===== src/rtl/text_console_writer.sv =====
// text_console_writer: byte-stream console front end driving the text RAM system write port.
// Optional HT support is compiled in when CONSOLE_TAB_EN is defined.
`default_nettype none

module text_console_writer #(
   parameter int COLS = 40,
   parameter int ROWS = 25
) (
   input  logic       sys_clk,
   input  logic       sys_rst_n,
   input  logic       in_valid,
   input  logic [7:0] in_data,
   output logic       in_ready,
   output logic [9:0] ram_addr,
   output logic [7:0] ram_data,
   output logic       ram_wren,
   output logic [5:0] cursor_col,
   output logic [4:0] cursor_row,
   output logic       busy
);

   localparam int CELLS = COLS * ROWS;

   typedef enum logic [1:0] {
      S_CLEAR   = 2'd0,
      S_IDLE    = 2'd1,
      S_LINECLR = 2'd2
   } state_t;

   state_t     state_q;
   logic [9:0] clr_idx_q;
   logic [5:0] lc_k_q;
   logic [5:0] col_q;
   logic [4:0] row_q;
   logic [9:0] ram_addr_q;
   logic [7:0] ram_data_q;
   logic       ram_wren_q;

   logic [9:0] w_row_base;
   logic [9:0] w_cur_addr;
   logic [4:0] w_next_row;
   logic [6:0] w_tab;

   assign w_row_base = 10'(row_q) * 10'(COLS);
   assign w_cur_addr = w_row_base + 10'(col_q);
   assign w_next_row = (row_q == 5'(ROWS - 1)) ? 5'd0 : row_q + 5'd1;
   assign w_tab      = {1'b0, col_q[5:3], 3'b000} + 7'd8;

   always_ff @(posedge sys_clk) begin
      if (!sys_rst_n) begin
         state_q    <= S_CLEAR;
         clr_idx_q  <= '0;
         lc_k_q     <= '0;
         col_q      <= '0;
         row_q      <= '0;
         ram_addr_q <= '0;
         ram_data_q <= '0;
         ram_wren_q <= 1'b0;
      end else begin
         ram_wren_q <= 1'b0;
         case (state_q)
            S_CLEAR: begin
               col_q      <= '0;
               row_q      <= '0;
               ram_addr_q <= clr_idx_q;
               ram_data_q <= 8'h20;
               ram_wren_q <= 1'b1;
               if (clr_idx_q == 10'(CELLS - 1)) begin
                  clr_idx_q <= '0;
                  state_q   <= S_IDLE;
               end else begin
                  clr_idx_q <= clr_idx_q + 10'd1;
               end
            end
            // row_q already holds the new row while its line is blanked
            S_LINECLR: begin
               ram_addr_q <= w_row_base + 10'(lc_k_q);
               ram_data_q <= 8'h20;
               ram_wren_q <= 1'b1;
               if (lc_k_q == 6'(COLS - 1)) begin
                  lc_k_q  <= '0;
                  state_q <= S_IDLE;
               end else begin
                  lc_k_q <= lc_k_q + 6'd1;
               end
            end
            S_IDLE: begin
               if (in_valid) begin
                  if (in_data inside {[8'h20:8'h7E]}) begin
                     ram_addr_q <= w_cur_addr;
                     ram_data_q <= in_data;
                     ram_wren_q <= 1'b1;
                     if (col_q == 6'(COLS - 1)) begin
                        col_q   <= '0;
                        row_q   <= w_next_row;
                        lc_k_q  <= '0;
                        state_q <= S_LINECLR;
                     end else begin
                        col_q <= col_q + 6'd1;
                     end
                  end else begin
                     case (in_data)
                        8'h0A: begin
                           col_q   <= '0;
                           row_q   <= w_next_row;
                           lc_k_q  <= '0;
                           state_q <= S_LINECLR;
                        end
                        8'h0D: col_q <= '0;
                        8'h08: begin
                           if (col_q != 6'd0) begin
                              col_q      <= col_q - 6'd1;
                              ram_addr_q <= w_cur_addr - 10'd1;
                              ram_data_q <= 8'h20;
                              ram_wren_q <= 1'b1;
                           end
                        end
                        8'h0C: begin
                           clr_idx_q <= '0;
                           state_q   <= S_CLEAR;
                        end
`ifdef CONSOLE_TAB_EN
                        8'h09: begin
                           if (w_tab >= 7'(COLS)) begin
                              col_q   <= '0;
                              row_q   <= w_next_row;
                              lc_k_q  <= '0;
                              state_q <= S_LINECLR;
                           end else begin
                              col_q <= w_tab[5:0];
                           end
                        end
`endif
                        default: ;
                     endcase
                  end
               end
            end
            default: state_q <= S_CLEAR;
         endcase
      end
   end

   assign in_ready   = (state_q == S_IDLE);
   assign busy       = !in_ready;
   assign ram_addr   = ram_addr_q;
   assign ram_data   = ram_data_q;
   assign ram_wren   = ram_wren_q;
   assign cursor_col = col_q;
   assign cursor_row = row_q;

endmodule

`default_nettype wire


===== config.mk =====
export PLATFORM = sky130hd
export DESIGN_NAME = text_console_writer
export DESIGN_NICKNAME = d
export VERILOG_FILES = /design/src/rtl/text_console_writer.sv
export SDC_FILE = /design/constraint.sdc
export NUM_CORES = 1
export LEC_CHECK = 0
export ABC_AREA = 1
export BUFFER_PORTS_ARGS = -buffer_cell sky130_fd_sc_hd__buf_2
export CAP_MARGIN = 20
export CORE_MARGIN = 3
export CORE_UTILIZATION = 55
export CTS_BUF_LIST = sky130_fd_sc_hd__clkbuf_8
export CTS_CLUSTER_DIAMETER = 60
export DETAILED_ROUTE_END_ITERATION = 16
export PLACE_DENSITY = 0.81
export SYNTH_ARGS = -nofsm -noshare
export SYNTH_HDL_FRONTEND = slang
export SYNTH_SLANG_ARGS = --single-unit

===== constraint.sdc =====
create_clock -name sys_clk -period 3.6 [get_ports sys_clk]
set_clock_uncertainty 0.2 [all_clocks]
set_input_delay 0.72 -clock sys_clk [delete_from_list [all_inputs] [get_ports sys_clk]]
set_output_delay 0.72 -clock sys_clk [all_outputs]
set_load 0.02 [all_outputs]

==> results.txt <==
The flow ran to the end, and the final reports show no timing, DRC or antenna violations. The placed wire-length estimate came out at 6843 um. Subtracting the final worst setup slack from the clock period gives 2.931 ns.

The repair_antennas step left the layout with diodes totalling 0. The power density over the cells is 713.5 nW/um2. The total number of H-tree levels is 2.

The tools report the register-to-register path setup slack as 0.67 ns. In the final timing run, aggregate negative setup slack is 0 ns. The violation count after the first detailed-route iteration came out at 284. Of all nets on the critical path, the largest fanout is 10. At the worst endpoint, the required time is 3.65 ns. The clock passes through at most 2 buffers. The tools report the max-slew violation total from the final report as 0.

Among all flip-flop cells after synthesis, the most frequent one is dfxtp_1. In this run, CTS created clock tree buffers numbering 5. Quantity of hold-fixing buffers added after cts: 0. After synthesis the netlist holds a flip-flop and latch count of 48. The tools report the number of rows created at floorplan as 28. In this run the worst hold path is classified as register to register. Across the VDD grid, the largest voltage drop is 0.5593 mV.

The count of distinct cell types in the synthesized netlist was 40; the number of clock sinks seen by CTS was 48. The tools report the area of the core region as 6026 um2. For the initial standard-cell utilization of the core, the log shows 0.5752. Counting every net in the synthesized netlist gives 577.

The remaining global-route overflow was 0. By startpoint and endpoint, the worst setup path is classified as register to register. The count of buffers from port buffering came out at 42. The total standard cell area after synthesis was 3466 um2. At the end of routability-driven placement, the weighted congestion stood at 0.9146. TritonCTS built the clock tree. In the routed design, unresolved DRC markers number 0.

For this design the static power due to leakage is 1.809 nW. Static timing analysis puts the maximum clock frequency at 341.1 MHz. The tools report the clock latency of the later-clocked register in the worst-skew pair as 0.31 ns. The fraction of layout instances using a drive strength above 1 works out to 0.1310. The number of setup buffers added after CTS is 0. Count of mapped cells out of synthesis: 540. The fraction of registers with async set/reset works out to 0. The routed via count is 3686, and the first-pass GRT wire length is 15550 um.

The logs give 19 for the maximum number of pins on one net before global-route repair and 0 for the setup-violating endpoint count in the final report. The number of vias per cell is 5.627. The tools report the iteration count of the initial detailed-routing pass as 5.

The clock input transition at the sequential cells of the worst setup and hold paths was 0.10 ns; the actual transition at the worst max-transition pin was 0.4979 ns. For the I/O pin count, the log shows 43. The number of global-route vias before repair is 3536. In the post-synthesis netlist, the biggest area contributors are dfxtp_1, nand2_1, ha_1. The buffer type at the clock tree root is clkbuf_8. The tools report the post-detailed-route count of antenna-violating nets as 0. Setup repair after global routing left no endpoint under its margin.

The share of synthesized area occupied by flip-flops and latches came out at 0.2773. The total global routing track utilization is 0.2586. For the Yosys warning count, the log shows 0. A synthesized cell averages 6.418 um2. The initial antenna violation count was 0; the count of maximum capacitance violations was 0.

The run gives 2.742 mW as the overall power consumption. The die covers 7290 um2. The number of nets in the finished design came out at 616. STA classifies the critical path startpoint as a register. The library cells used most frequently in the layout, excluding fill and tap cells, are nand2_1, nor2_1, inv_1, a21oi_1, dfxtp_1. The tools report the number of endpoints with negative hold slack in the final report as 0. The post-route clock period utilization was 0.8143; the post-detailed-routing wire length was 8926 um.

Compared with the post-synthesis result, the final layout area differs by 10.90%. The worst slew slack as a fraction of its limit is 0.6650, and the post-cts sizing count is 0. Data arrival time at the worst-slack endpoint: 2.98 ns. The fraction of synthesized cell area taken by the top area cell type was 0.2773. Chip height: 85.38 um. After detailed routing, the average wire length per cell comes to 13.63 um. Most common cell after layout, fill and taps aside: nand2_1.

Counting flops with a built-in enable in the synthesized netlist gives 0. The largest total area in the synthesized netlist belongs to dfxtp_1. The width of the chip came out at 85.38 um. The endpoint kind of the worst setup timing path was a register.
## worst paths after layout
check | start | end | depth (start not counted)
worst max-delay path | cursor_row[1] | ram_addr[9] | 15
worst min-delay path | ram_data[7] | ram_data[7] | 2
worst max register to register | cursor_row[1] | ram_addr[9] | 15
worst min register to register | ram_data[7] | ram_data[7] | 2
## where the power goes
part           total, mW  switching, mW  leakage, nW  internal [mW]
clock              0.418          0.191       0.0614          0.227
combinational       1.55           1.07         1.36          0.485
sequential         0.771          0.122        0.391          0.649
total               2.74           1.38         1.81           1.36
## cell families (layout without fill, tap and decap cells)
| group | Yosys count | after routing | synth area share |
|---|---|---|---|
| simple gates | 267 | 267 | 0.3368 |
| fa+ha+maj | 26 | 26 | 0.1004 |
| buf+inv | 85 | 125 | 0.09820 |
| compound gates | 105 | 105 | 0.1646 |
| xor+xnor | 9 | 9 | 0.02274 |
| flops | 48 | 48 | 0.2773 |
## stage by stage
stage	std cells	setup WS [ns]	hold WS (ns)	cell area, um2	util
CTS	655	0.6950	0.2591	3844	0.6379
floorplan	540	0.8203	0.2442	3466	-
finish	655	0.6686	0.2530	3844	0.6379
detailed placement	647	0.7208	0.2442	3722	0.6177
global route	655	0.3860	0.2800	3844	0.6379
global placement	647	0.7947	0.2386	3722	0.6177
## synthesized netlist by cell type (8+ instances only)
library cell	count
nand2_1	123
o21ai_0	32
xor2_1	9
nand4_1	8
nor2_1	63
inv_1	61
a21oi_1	51
nand3_1	47
inv_2	10
ha_1	23
dfxtp_1	48
nor3_1	12
## registers in the layout, indices dropped and copies added (netlist names)
name	cells
lc_k_q	6
cursor_col	6
ram_wren	1
cursor_row	5
ram_addr	10
ram_data	8
clr_idx_q	10
state_q	2
## cell type report
class                   count  area [um2]
repair buffers             45       232.7
fillers                   570        2182
flip-flops and latches     48       960.9
inverters                  72       270.3
multi-input cells         407        2165
well taps                  75       93.84
clock buffers               6       82.58
clock inverters             2       38.79
## metal layers
layer | vias to the layer above | wire [um] | global-route usage
met3 | 23 | 507 | 0.04563
met1 | 1688 | 3953 | 0.3186
met2 | 129 | 4214 | 0.4386
li1 | 1846 | - | -
met5 | - | 0 | 0
met4 | 0 | 250 | 0.1165
## critical path, cell delays in order, from the launching register on
cell     delay [ns]
dfxtp_1        0.58
ha_1           0.31
ha_1           0.23
fa_1           0.55
nand2_1        0.10
inv_1          0.13
nand2_1        0.08
nand3_1        0.08
nand2_1        0.09
nor2_1         0.12
nand2_1        0.07
nand2_1        0.06
nand3_1        0.06
nand2_1        0.06
nand2_1        0.05
a21oi_1        0.11
(Power assumes the default switching activity.)
